===== config.mk =====
export PLATFORM = sky130hd
export DESIGN_NAME = inst_encoder
export DESIGN_NICKNAME = d
export VERILOG_FILES = /design/src/rtl/rv32_pkg.sv /design/src/rtl/inst_fifo2.sv /design/src/rtl/inst_encoder.sv
export SDC_FILE = /design/constraint.sdc
export NUM_CORES = 1
export LEC_CHECK = 0
export ABC_AREA = 1
export CORE_MARGIN = 1.5
export CORE_UTILIZATION = 52
export DETAILED_ROUTE_END_ITERATION = 12
export PLACE_DENSITY = 0.86
export SETUP_SLACK_MARGIN = 0.4
export SLEW_MARGIN = 20
export SYNTH_ARGS = -nofsm -noshare
export SYNTH_HDL_FRONTEND = slang
export SYNTH_HIERARCHICAL = 1
export SYNTH_SLANG_ARGS = --single-unit

===== constraint.sdc =====
create_clock -name clk -period 3.5 [get_ports clk]
set_clock_uncertainty 0.1 [all_clocks]
set_input_delay 0.875 -clock clk [delete_from_list [all_inputs] [get_ports clk]]
set_output_delay 0.875 -clock clk [all_outputs]
set_load 0.02 [all_outputs]

===== src/rtl/rv32_pkg.sv =====
// rv32_pkg: shared RV32I definitions used by the instruction encoder and decoder.
//   inst_t    - instruction format selector (R, I, S, SB, UJ, U); 6 and 7 are illegal
//   OP_*      - major opcode constants for the base integer ISA
//   fmt_legal - true when a raw 3-bit format code names a real format
package rv32_pkg;

  typedef enum logic [2:0] {
    R  = 3'd0,
    I  = 3'd1,
    S  = 3'd2,
    SB = 3'd3,
    UJ = 3'd4,
    U  = 3'd5
  } inst_t;

  localparam logic [6:0] OP_LOAD   = 7'b0000011;
  localparam logic [6:0] OP_IMM    = 7'b0010011;
  localparam logic [6:0] OP_REG    = 7'b0110011;
  localparam logic [6:0] OP_STORE  = 7'b0100011;
  localparam logic [6:0] OP_BRANCH = 7'b1100011;
  localparam logic [6:0] OP_JAL    = 7'b1101111;
  localparam logic [6:0] OP_LUI    = 7'b0110111;

  function automatic logic fmt_legal(input logic [2:0] fmt);
    return fmt <= 3'(U);
  endfunction

endpackage


===== src/rtl/inst_fifo2.sv =====
// inst_fifo2: two-entry, 32-bit first-word-fall-through FIFO.
//   clk, nrst  - clock, asynchronous active-low reset (empties the FIFO)
//   flush      - synchronous clear; wins over a simultaneous push and pop
//   in_valid / in_ready / in_data    - write side, in_ready = (count < 2)
//   out_valid / out_ready / out_data - read side, out_data is the head entry
module inst_fifo2 (
  input  logic        clk,
  input  logic        nrst,
  input  logic        flush,
  input  logic        in_valid,
  output logic        in_ready,
  input  logic [31:0] in_data,
  output logic        out_valid,
  input  logic        out_ready,
  output logic [31:0] out_data
);

  logic [31:0] mem [2];
  logic        wr_ptr;
  logic        rd_ptr;
  logic [1:0]  count;
  logic        do_push;
  logic        do_pop;

  assign in_ready  = (count < 2'd2);
  assign out_valid = (count != 2'd0);
  assign out_data  = mem[rd_ptr];

  assign do_push = in_valid  && in_ready  && !flush;
  assign do_pop  = out_valid && out_ready && !flush;

  // NOTE: the two storage words are reset along with the pointers; at this size it
  // is cheap and it makes out_data read as zero after reset instead of X.
  always_ff @(posedge clk or negedge nrst) begin
    if (!nrst) begin
      mem[0] <= '0;
      mem[1] <= '0;
      wr_ptr <= 1'b0;
      rd_ptr <= 1'b0;
      count  <= '0;
    end else if (flush) begin
      wr_ptr <= 1'b0;
      rd_ptr <= 1'b0;
      count  <= '0;
    end else begin
      if (do_push) begin
        mem[wr_ptr] <= in_data;
        wr_ptr      <= ~wr_ptr;
      end
      if (do_pop) begin
        rd_ptr <= ~rd_ptr;
      end
      // Simultaneous push and pop leaves the count unchanged.
      count <= count + {1'b0, do_push} - {1'b0, do_pop};
    end
  end

endmodule


===== src/rtl/inst_encoder.sv =====
// inst_encoder: packs decoded RV32I fields into 32-bit instruction words, buffers them
// in a 2-entry FIFO and emits each with a sequential word address.
//   clk, nrst          - clock, asynchronous active-low reset
//   flush              - sync clear of FIFO, address counter and err
//   in_valid/in_ready  - field-set handshake
//   in_type            - format code (inst_t); 6 and 7 are accepted but flagged in err
//   in_opcode, in_funct3, in_funct7, in_rs1, in_rs2, in_rd, in_imm - decoded fields
//   out_valid/out_ready, out_inst, out_addr - encoded word stream
//   err                - sticky illegal-format flag
module inst_encoder
  import rv32_pkg::*;
#(
  parameter int                ADDR_W    = 8,
  parameter logic [ADDR_W-1:0] BASE_ADDR = '0
) (
  input  logic              clk,
  input  logic              nrst,
  input  logic              flush,
  input  logic              in_valid,
  output logic              in_ready,
  input  logic [2:0]        in_type,
  input  logic [6:0]        in_opcode,
  input  logic [2:0]        in_funct3,
  input  logic [6:0]        in_funct7,
  input  logic [4:0]        in_rs1,
  input  logic [4:0]        in_rs2,
  input  logic [4:0]        in_rd,
  input  logic [31:0]       in_imm,
  output logic              out_valid,
  input  logic              out_ready,
  output logic [31:0]       out_inst,
  output logic [ADDR_W-1:0] out_addr,
  output logic              err
);

  logic [31:0]       enc_word;
  logic              enc_legal;
  logic              accept;
  logic              pop;
  logic [ADDR_W-1:0] addr_q;
  logic              err_q;

  // NOTE: every output of this block gets a default first, so no path through the
  // case leaves a signal unassigned and no latch is inferred.
  always_comb begin
    enc_word  = '0;
    enc_legal = fmt_legal(in_type);
    case (in_type)
      R:  enc_word = {in_funct7, in_rs2, in_rs1, in_funct3, in_rd, in_opcode};
      I:  enc_word = {in_imm[11:0], in_rs1, in_funct3, in_rd, in_opcode};
      S:  enc_word = {in_imm[11:5], in_rs2, in_rs1, in_funct3, in_imm[4:0], in_opcode};
      SB: enc_word = {in_imm[12], in_imm[10:5], in_rs2, in_rs1, in_funct3,
                      in_imm[4:1], in_imm[11], in_opcode};
      UJ: enc_word = {in_imm[20], in_imm[10:1], in_imm[11], in_imm[19:12],
                      in_rd, in_opcode};
      U:  enc_word = {in_imm[31:12], in_rd, in_opcode};
      default: enc_word = '0;
    endcase
  end

  // An illegal set still completes its handshake; it just never reaches the FIFO.
  assign accept = in_valid && in_ready;
  assign pop    = out_valid && out_ready;

  inst_fifo2 u_fifo (
    .clk       (clk),
    .nrst      (nrst),
    .flush     (flush),
    .in_valid  (in_valid && enc_legal),
    .in_ready  (in_ready),
    .in_data   (enc_word),
    .out_valid (out_valid),
    .out_ready (out_ready),
    .out_data  (out_inst)
  );

  // NOTE: state registers use non-blocking assignments so every flop samples
  // pre-edge values regardless of statement order.
  always_ff @(posedge clk or negedge nrst) begin
    if (!nrst) begin
      addr_q <= BASE_ADDR;
      err_q  <= 1'b0;
    end else if (flush) begin
      addr_q <= BASE_ADDR;
      err_q  <= 1'b0;
    end else begin
      if (pop) begin
        addr_q <= addr_q + 1'b1;   // natural wrap at 2**ADDR_W
      end
      if (accept && !enc_legal) begin
        err_q <= 1'b1;
      end
    end
  end

  assign out_addr = addr_q;
  assign err      = err_q;

endmodule

; Word level (Yosys, flattened, before mapping)
; Index checks and enable logic that the tools add are counted.
[word_totals]
out_inout_bits = 43
in_bits = 72
regBits = 77
[classes]
magnitude_cmp = 5
add_sub_neg = 3
n_bitwise = 5
reduce_logical = 17
n_mux = 16
n_eq_ne = 5
[ops]
columns = cell, count
row1 = $pmux W32 S6, 1
row2 = $mux W32, 4
row3 = $bwmux W64, 1
row4 = $demux W32 S1, 1
row5 = $mux W8, 2
row6 = $reduce_bool A2 Y1, 5
row7 = $add A8 B1 Y8 const B, 1
row8 = $logic_and A1 B1 Y1, 8
row9 = $eq A3 B2 Y1 const B, 2
row10 = $eq A3 B3 Y1 const B, 2
row11 = $mux W1, 6
row12 = $ge A2 B2 Y1 const B, 2
row13 = $not A1 Y2, 2
row14 = $eq A3 B1 Y1 const B, 1
row15 = $le A3 B3 Y1 const B, 1
row16 = $logic_not A3 Y1, 1
row17 = $not A1 Y1, 3
row18 = $add A2 B1 Y2, 1
row19 = $logic_not A1 Y1, 2
row20 = $lt A2 B1 Y1 const B, 1
row21 = $lt A2 B2 Y1 const B, 1
row22 = $mux W2, 1
row23 = $reduce_and A2 Y1, 1
row24 = $sub A2 B1 Y2, 1

; Longest topological paths before layout
; Gate-level depths: netlist of run 1.
[depth]
ltp_word = 7
ltp_mapped = 14
depth_no_buf = 12

; Hierarchy
; Netlist of run 1, hierarchy kept.
[modules_own_cells]
columns = mod, n_inst, cells_each, area_per_inst_um2
row1 = inst_fifo2, 1, 413, 3126.7
row2 = inst_encoder, 1, 192, 1034.7

; Worst setup path after synthesis of run 1
; Ideal clock, no wire load.
[synth_path]
path_kind = input port to flip-flop
from = input in_type[2]
to = register u_fifo.count[1]
setup_time_ns = 0.119
t_required_ns = 3.281
setup_slack_ns = 0.742
stages = 13
t_arrival_ns = 2.539
path_cell_list = clkbuf_2 -> nand2_1 -> clkinv_1 -> nor2_1 -> nand2_1 -> inv_2 -> clkbuf_1 -> nand2_1 -> ha_1 -> inv_1 -> ha_1 -> a21oi_1 -> nor2_1
[synth_via]
elab_chain_len = 7
[synth_rtl]
columns = element, line
row1 = from (decl), inst_encoder.sv:21  ; input logic [2:0] in_type,
row2 = $le A3 B3 Y1, rv32_pkg.sv:25  ; return fmt <= 3'(U);
row3 = $logic_and A1 B1 Y1, inst_encoder.sv:69  ; .in_valid (in_valid && enc_legal),
row4 = $logic_and A1 B1 Y1 (2 in series), inst_fifo2.sv:29  ; assign do_push = in_valid && in_ready && !flush;
row5 = $add A2 B1 Y2, inst_fifo2.sv:54  ; count <= count + {1'b0, do_push} - {1'b0, do_pop};
row6 = $sub A2 B1 Y2, inst_fifo2.sv:54
row7 = $mux W2, inst_fifo2.sv:41  ; end else if (flush) begin
row8 = to (signal assigned), inst_fifo2.sv:54
row9 = to (decl), inst_fifo2.sv:21  ; logic [1:0] count;
; Every way passes these cells.
; A chain may end at the register's enable or synchronous reset.

; Worst setup path after layout of run 1
[layout_path]
from = register u_fifo.rd_ptr
to = output out_inst[21]
[layout_via]
elab_chain_len = 4
[layout_rtl]
columns = element, line
row1 = from (decl), inst_fifo2.sv:20  ; logic rd_ptr;
row2 = from (signal assigned), inst_fifo2.sv:51  ; rd_ptr <= ~rd_ptr;
row3 = $not A1 Y2 (not written as such), inst_fifo2.sv:27  ; assign out_data = mem[rd_ptr];
row4 = $mux W32 (not written as such) (3 in series), inst_fifo2.sv:27
row5 = to (decl), inst_encoder.sv:31  ; output logic [31:0] out_inst,
; Every way passes these cells. The select of a mux whose other input is x is not followed.

==> metrics, run 1 <==
Syn Nets=680; Least-Margin Pin Slew=967 ps; Synth area leader=dfrtp_1; RSZ-0062 raised after global routing=no; via count=4,332; core area=7730 um^2; total grt overflow=0; Layout Utilization=0.718; Reg2Reg Capture Point=u_fifo/count[1]; std cell rows=32; most common cell after layout, fill and taps aside=nand2_1; leak pwr=2.93 nW; R2R cell count=10; IO Port Bufs=114; fin area=5550 um^2; Ports=115; clk buf depth=2; post-placement cell count=800; post-route clock period utilization=0.837; CTS tree=yes; final count of hold timing violations=0; worst skew pair latency=340 ps; Required @ worst endpoint=2520 ps; startpoint types=register; die width=92.5 um; DRT iter0 DRCs=401; worst vdd ir=0.000274 V; Worst Path Max Fanout=33; CTS H-Tree Depth=3; Initial Util=0.539; share of layout cells above drive strength 1=0.0533; register area=1930 um^2; sequential area share after synthesis=0.463; WL final=11,900 um; die height=92.5 um; Met1 Routed Length=4750 um; Worst slew margin=0.355; FF+latch count, synth=77; R2R Setup Slk=1760 ps; post-route non-filler standard cell count=815; most frequent cells in the layout=nand2_1 (316), clkdlybuf4s50_1 (113), nand3_1 (92); GP Congestion=0.869; max-slew violations=0; # setup viols final=0; max_cap viols=0; CTS root buf=clkbuf_8; Setup crit start=u_fifo/rd_ptr; largest net degree at the start of global routing=78; vias per inst=5.32; FF-to-FF Start=u_fifo/count[1]; Cell Area, Synth=4160 um^2; Total GRT Usage=0.292; ranking of synthesized cells by area=dfrtp_1 (46%), nand2_1 (29%), nand3_1 (11%); diode count=0; post-detailed-route count of antenna-violating nets=0; Inserted Clock Buffers=9; Cell Area, Placed=5350 um^2; DIE AREA=8550 um^2; YS warnings=6; vias in the first global route=4,261; Pre-antenna DRT Iters=5; DRC viols=0; fmax=341 MHz; Hold Path Class=reg2reg; critical path class=reg2out; Layout area overhead=33.3%; WP data arrival=1960 ps; setup tns final=0 ps; initial antenna violation count=0; Final min period=2930 ps; Layout Nets=784; metal3 WL=867 um; Mapped Avg Cell Area=6.88 um^2; Worst-path clk slew=80 ps; area of the multi-input gates=1960 um^2; cell count after synthesis=605; PwrDens=518 nW/um^2; post-synth cell types=24; clk sink count=77; drt wl/cell=14.7 um; Setup crit end=out_inst[21]; status=finished clean; Filler cells=583; global-route wire length before repair=19,600 um; met2 routed WL=6090 um; top layer in use=met4; Final HPWL DP=8210 um; Worst setup EP type=primary output; share of the synthesized area in the top cell type=0.463
==> critical path: stages, from the launching register on <==
cell and delay [ps]:
dfrtp_1 400, buf_4 370, nand2_1 90, nand2_1 130
clkdlybuf4s50_1 620
==> how the worst min path moves through the flow <==
stage,start,endpoint,slack [ps],depth (start not counted)
global route,u_fifo/mem[34],u_fifo/mem[34],400,2
CTS,u_fifo/mem[61],u_fifo/mem[61],380,2
floorplan,u_fifo/mem[28],u_fifo/mem[28],340,2
finish,u_fifo/mem[41],u_fifo/mem[41],370,2
global placement,u_fifo/mem[55],u_fifo/mem[55],350,2
detailed placement,u_fifo/mem[61],u_fifo/mem[61],360,2
==> stage by stage <==
| step | total power [mW] | worst slack [ps] | hold WS, ps |
|---|---|---|---|
| global route | 3.04 | 493 | 402 |
| CTS | 2.87 | 430 | 376 |
| detailed placement | 2.20 | 510 | 359 |
| floorplan | 1.76 | 742 | 342 |
| global placement | 2.16 | 597 | 353 |
| finish | 2.87 | 569 | 374 |
==> layout make-up <==
class | instances | area share
Timing Repair Buffer | 124 | 0.219
Tap cell | 102 | 0.0230
Clock buffer | 14 | 0.0293
Sequential cell | 77 | 0.347
Inverter | 31 | 0.0219
Multi-Input combinational cell | 466 | 0.354
Clock inverter | 1 | 0.00541
==> kinds of logic after synthesis <==
logic type	after synthesis	share of synthesized area
buf+inv	62	0.0655
simple gates	447	0.442
fa+ha+maj	3	0.00902
flops	77	0.463
compound gates	16	0.0204
==> synth_stat cells (all sizes together) <==
library cell    n
ha              3
nor3            1
dfrtp          77
nor2           30
nand3          93
buf            19
clkinv          1
clkbuf         12
a21oi           9
a211oi          1
inv            30
nand2         319
nand4           4
o21ai           4
a31oi           2
==> metal layers <==
layer | track usage | up-vias
li1 | - | 2103
met1 | 0.371 | 1987
met2 | 0.494 | 216
met3 | 0.0460 | 26
met4 | 0.119 | 0
met5 | 0 | -
==> flip-flops by register name, indices dropped and copies added, names as in the netlist <==
| signal | count |
|---|---|
| u_fifo/wr_ptr | 1 |
| u_fifo/count | 2 |
| u_fifo/rd_ptr | 1 |
| err | 1 |
| out_addr | 8 |
| u_fifo/mem | 64 |
==> power breakdown <==
part	internal [mW]	switching [mW]	total, mW
logic	0.413	0.559	0.971
clock network	0.366	0.307	0.673
registers	1.10	0.126	1.23
==> repair_timing <==
item                                   CTS  global route
buffers inserted                         0             0
resized for setup                        0             2
hold buffers                             0             0
endpoints found under the hold margin    0             0
setup endpoints to repair                0            26
(Power assumes the default switching activity.)
==> run 2: changes to the inputs <==
- CORE_UTILIZATION: 52 -> 49
- PLACE_DENSITY: 0.86 -> 0.81
- clock period: 3.5 -> 2.93 ns (I/O delays scaled with it)
==> run 2 against run 1 <==
Sequential share of layout area is 0.21 points lower. Flip-flop and latch count stayed put. Non-clock buffer count is 6 higher. Combinational power is 13% higher. Critical path type unchanged. Total power is 15% higher. Largest power group unchanged. Final cell count is 1.1% higher. Critical endpoint unchanged. Largest cell class unchanged. Sequential power is 18% higher. Utilization is 3.9 points lower. Via count is 0.51% lower. Critical path depth is 1 higher. Die area is 5.9% higher.
==> metrics, run 2 (same netlist as run 1, synthesis figures left out) <==
status=finished clean; clk sink count=77 (unchanged); clk buf depth=2 (unchanged); diode count=0 (unchanged); critical path class=reg2out; post-route non-filler standard cell count=824 (+1.1%); worst vdd ir=0.000289 V (+5.4%); Worst slew margin=0.358 (+0.00300); Final min period=2430 ps; RSZ-0062 raised after global routing=no; # setup viols final=0 (unchanged); DRC viols=0 (unchanged); Worst setup EP type=primary output; Total GRT Usage=0.278 (-0.0139); CTS H-Tree Depth=3 (unchanged); Layout area overhead=34.1%; worst skew pair latency=340 ps (about the same); WL final=11,900 um (about the same); leak pwr=3.07 nW (+5.0%); Hold Path Class=reg2reg; most frequent cells in the layout=nand2_1 (316), nand3_1 (92), clkdlybuf4s50_1 (81); GP Congestion=0.901 (+3.6%); Filler cells=729 (+25%); Inserted Clock Buffers=9 (unchanged); DRT iter0 DRCs=250 (-38%); WP data arrival=1600 ps (-360 ps); die height=95.2 um (+2.9%); CTS tree=yes; post-route clock period utilization=0.830; Ports=115 (unchanged); vias in the first global route=4,007 (-6.0%); CTS root buf=clkbuf_8; initial antenna violation count=0 (unchanged); total grt overflow=0 (unchanged); Largest Register=u_fifo/mem; max-slew violations=0 (unchanged); largest net degree at the start of global routing=78 (unchanged); post-detailed-route count of antenna-violating nets=0 (unchanged); global-route wire length before repair=19,200 um (-2.0%); drt wl/cell=14.5 um (-1.1%); setup tns final=0 ps (unchanged); Worst Path Max Fanout=19 (-42%); DIE AREA=9050 um^2 (+5.9%); Pre-antenna DRT Iters=5 (unchanged); most common cell after layout, fill and taps aside=nand2_1; Worst-path clk slew=80 ps (about the same); die width=95.2 um (+2.9%); Least-Margin Pin Slew=963 ps (-4.50 ps); Final HPWL DP=8030 um (-2.2%); final count of hold timing violations=0 (unchanged); via count=4,310 (-0.51%); vias per inst=5.23 (-1.6%); Layout Nets=790 (+0.77%); PwrDens=590 nW/um^2 (+14%); post-placement cell count=806 (+0.75%); IO Port Bufs=114 (unchanged); max reg flops=64 (unchanged); std cell rows=33 (+3.1%); startpoint types=register; worst hold margin=374 ps (-0.266 ps); core area=8220 um^2 (+6.3%); Required @ worst endpoint=2100 ps (-420 ps); fmax=411 MHz; share of layout cells above drive strength 1=0.0654 (+0.0121); max_cap viols=0 (unchanged); Initial Util=0.506 (-0.0321)
==> run 2: cell count changes in the layout (fill, tap and decap cells not counted), sizes merged <==
cell / delta
clkdlybuf4s50: -32
clkdlybuf4s15: +1
dlymetal6s2s: +1
dlygate4sd2: +30
clkinv: +4
clkbuf: -3
buf: +6
bufinv: -1
==> run 2: critical path: stages (launching register included) <==
cell and delay (ps):
dfrtp_1 450, inv_4 130, buf_12 170, nand2_1 60, nand2_1 120, clkdlybuf4s15_1 320
==> run 2: stage by stage <==
stage | utilization | instance area [um^2] | worst slack (ps) | total power [mW]
global placement | 0.658 | 5400 | 291 | 2.60
finish | 0.679 | 5580 | 498 | 3.29
detailed placement | 0.658 | 5400 | 259 | 2.64
global route | 0.679 | 5580 | 422 | 3.50
floorplan | - | 4160 | 419 | 2.10
CTS | 0.679 | 5580 | 317 | 3.30
==> run 2: per-layer routing <==
layer | share of wire | global-route usage | routed length, um
met2 | 0.50 | 0.470 | 5960
met1 | 0.42 | 0.360 | 5010
met4 | 0.018 | 0.0945 | 219
met5 | 0 | 0 | 0
met3 | 0.063 | 0.0439 | 758
==> run 2: timing repair <==
item,CTS,global route
setup buffers,3,0
gates resized for setup,35,2
endpoints found under the setup margin,32,2
hold buffers,0,0
==> run 2: worst paths after layout <==
| path | start | endpoint | slack [ps] | cells past startpoint |
|---|---|---|---|---|
| max | u_fifo/rd_ptr | out_inst[21] | 500 | 5 |
| min | u_fifo/mem[17] | u_fifo/mem[17] | 370 | 2 |
| max reg2reg | u_fifo/count[1] | u_fifo/count[0] | 1240 | 9 |
| min reg2reg | u_fifo/mem[17] | u_fifo/mem[17] | 370 | 2 |
| max in group asynchronous | nrst | u_fifo/mem[48] | 1680 | 1 |
| min in group asynchronous | nrst | u_fifo/mem[57] | 440 | 1 |
==> run 2: power breakdown <==
group / leakage (nW) / switching (mW) / internal, mW
clock network: 0.0949 / 0.387 / 0.347
logic: 1.98 / 0.668 / 0.436
registers: 1.00 / 0.139 / 1.31
==> run 2: area by class of cell <==
| class | count | area [um^2] | share of cell area |
|---|---|---|---|
| sequential | 77 | 1930 | 0.345 |
| clock buffer | 11 | 151 | 0.0271 |
| timing repair buffer | 130 | 1260 | 0.226 |
| clock inverter | 4 | 23.8 | 0.00426 |
| inverter | 31 | 121 | 0.0217 |
| tap | 105 | 131 | 0.0235 |
| multi-input combinational | 466 | 1960 | 0.352 |
==> run 3: changes to the inputs <==
- clock period: 2.93 -> 2.3 ns (I/O delays scaled with it)
==> run 3 against run 2 <==
Final cell count grew 2.9%. Design area grew 7.1%. Highest routed layer unchanged. First-iteration DRC count rose by 34%. Critical endpoint is now out_inst[31]. Routed wire length grew 5.7%. Via count increased by 4.3%. Total power rose by 37%.
==> metrics, run 3 (same netlist as run 1, synthesis figures left out) <==
Largest Register=u_fifo/mem; Worst-path clk slew=80 ps (about the same); Worst slew margin=0.624 (+0.266); clk buf depth=2 (unchanged); drt wl/cell=14.9 um (+2.7%); die width=95.2 um (unchanged); R2R Setup Slk=560 ps (-680 ps); Final HPWL DP=8340 um (+3.9%); vias per inst=5.30 (+1.3%); Initial Util=0.506 (unchanged); die height=95.2 um (unchanged); share of layout cells above drive strength 1=0.172 (+0.107); post-route clock period utilization=0.911; Sw Ratio=0.358 (-0.00497); Layout area overhead=43.6%; Layout Nets=813 (+2.9%); Int Power=2.90 mW (+38%); Worst Path Max Fanout=17 (-2); largest net degree at the start of global routing=43 (-45%); Cell Area, Placed=5620 um^2 (+4.1%); CTS tree=yes; diode count=0 (unchanged); Total GRT Usage=0.289 (+0.0110); max_cap viols=0 (unchanged); clock power share=0.218 (-0.005); setup tns final=0 ps (unchanged); most frequent cells in the layout=nand2_1 (296), nand3_1 (91), dfrtp_1 (77); # setup viols final=0 (unchanged); std cell rows=33 (unchanged); post-detailed-route count of antenna-violating nets=0 (unchanged); Final min period=2090 ps; fmax=477 MHz; Worst setup EP type=primary output; max reg flops=64 (unchanged); leak pwr=3.26 nW (+6.0%); WL final=12,600 um (+5.7%); IO Port Bufs=114 (unchanged); max-slew violations=0 (unchanged); Inserted Clock Buffers=9 (unchanged); DIE AREA=9050 um^2 (unchanged); RSZ-0062 raised after global routing=yes; Least-Margin Pin Slew=564 ps (-399 ps); CTS root buf=clkbuf_8; Ports=115 (unchanged); most common cell after layout, fill and taps aside=nand2_1; via count=4,495 (+4.3%); worst vdd ir=0.000379 V (+31%); final count of hold timing violations=0 (unchanged); PwrDens=757 nW/um^2 (+28%); Required @ worst endpoint=1620 ps (-480 ps); combinational power share=0.369 (+0.034); net switching power=1.62 mW (+36%); worst hold margin=110 ps (-264 ps); vias in the first global route=4,367 (+9.0%); clk sink count=77 (unchanged); WP data arrival=1420 ps (-180 ps); DRT iter0 DRCs=335 (+34%); CTS H-Tree Depth=3 (unchanged); critical path class=reg2out; Pre-antenna DRT Iters=5 (unchanged); total grt overflow=0 (unchanged); core area=8220 um^2 (unchanged); Hold Path Class=in2async; FF-to-FF Start=u_fifo/count[0]; R2R cell count=10 (+1); Post-CTS Hold Buffers=0 (unchanged); initial antenna violation count=0 (unchanged); fin area=5970 um^2 (+7.1%); GP Congestion=0.929 (+3.2%); sequential power share=0.413 (-0.029); DRC viols=0 (unchanged); worst skew pair latency=350 ps (about the same); Reg2Reg Capture Point=u_fifo/count[1]; startpoint types=register; global-route wire length before repair=20,200 um (+5.3%); status=finished clean
[run 3: routing by layer]
metal	share of wire	wire (um)	vias up	global-route usage
li1	-	-	2167	-
met1	0.41	5130	2074	0.364
met2	0.49	6200	221	0.491
met3	0.074	935	33	0.0439
met4	0.029	361	0	0.121
met5	0	0	-	0
[run 3: what timing repair did]
action | CTS | global route
resized for setup | 162 | 57
gates cloned | 1 | 2
endpoints found under the setup margin | 52 | 41
pin swaps | 3 | 8
buffers inserted | 3 | 4
[run 3: worst max path at each step]
stage                        from              end  slack [ps]
detailed placement     in_type[1]  u_fifo/count[1]         -50
finish              u_fifo/rd_ptr     out_inst[31]         210
global route        u_fifo/rd_ptr     out_inst[17]         160
floorplan              in_type[2]  u_fifo/count[0]         190
CTS                 u_fifo/rd_ptr     out_inst[29]         180
global placement       in_type[1]  u_fifo/count[0]           3
[run 3: layout make-up]
| cell class | count | area [um^2] |
|---|---|---|
| fill | 650 | 2240 |
| tap | 105 | 131 |
| clock inverter | 4 | 48.8 |
| clock buffer | 12 | 135 |
| multi-input combinational | 466 | 2080 |
| sequential | 77 | 1930 |
| timing repair buffer | 153 | 1530 |
| inverter | 31 | 126 |
[run 3: worst max-delay path: stages, from the launching register on]
cell and delay [ps]:
dfrtp_1 420, buf_4 170, buf_12 150, nand2_1 60, nand2_1 90, buf_4 170
[run 3: through the flow]
stage / setup WS, ps / std cells / total power, mW / utilization
after floorplan: 193 / 605 / 2.70 / -
after global placement: 3.02 / 822 / 3.38 / 0.684
after detailed placement: -45.2 / 822 / 3.43 / 0.684
after CTS: 177 / 842 / 4.36 / 0.704
after global routing: 159 / 848 / 4.78 / 0.727
final: 205 / 848 / 4.52 / 0.727
[run 3: power groups by stage]
stage	sequential (mW)	combinational, mW	clock, mW
after global placement	1.86	1.53	0
after global routing	1.90	1.82	1.05
after floorplan	1.84	0.863	0
after detailed placement	1.88	1.55	0
final	1.87	1.67	0.988
after CTS	1.85	1.51	1.00
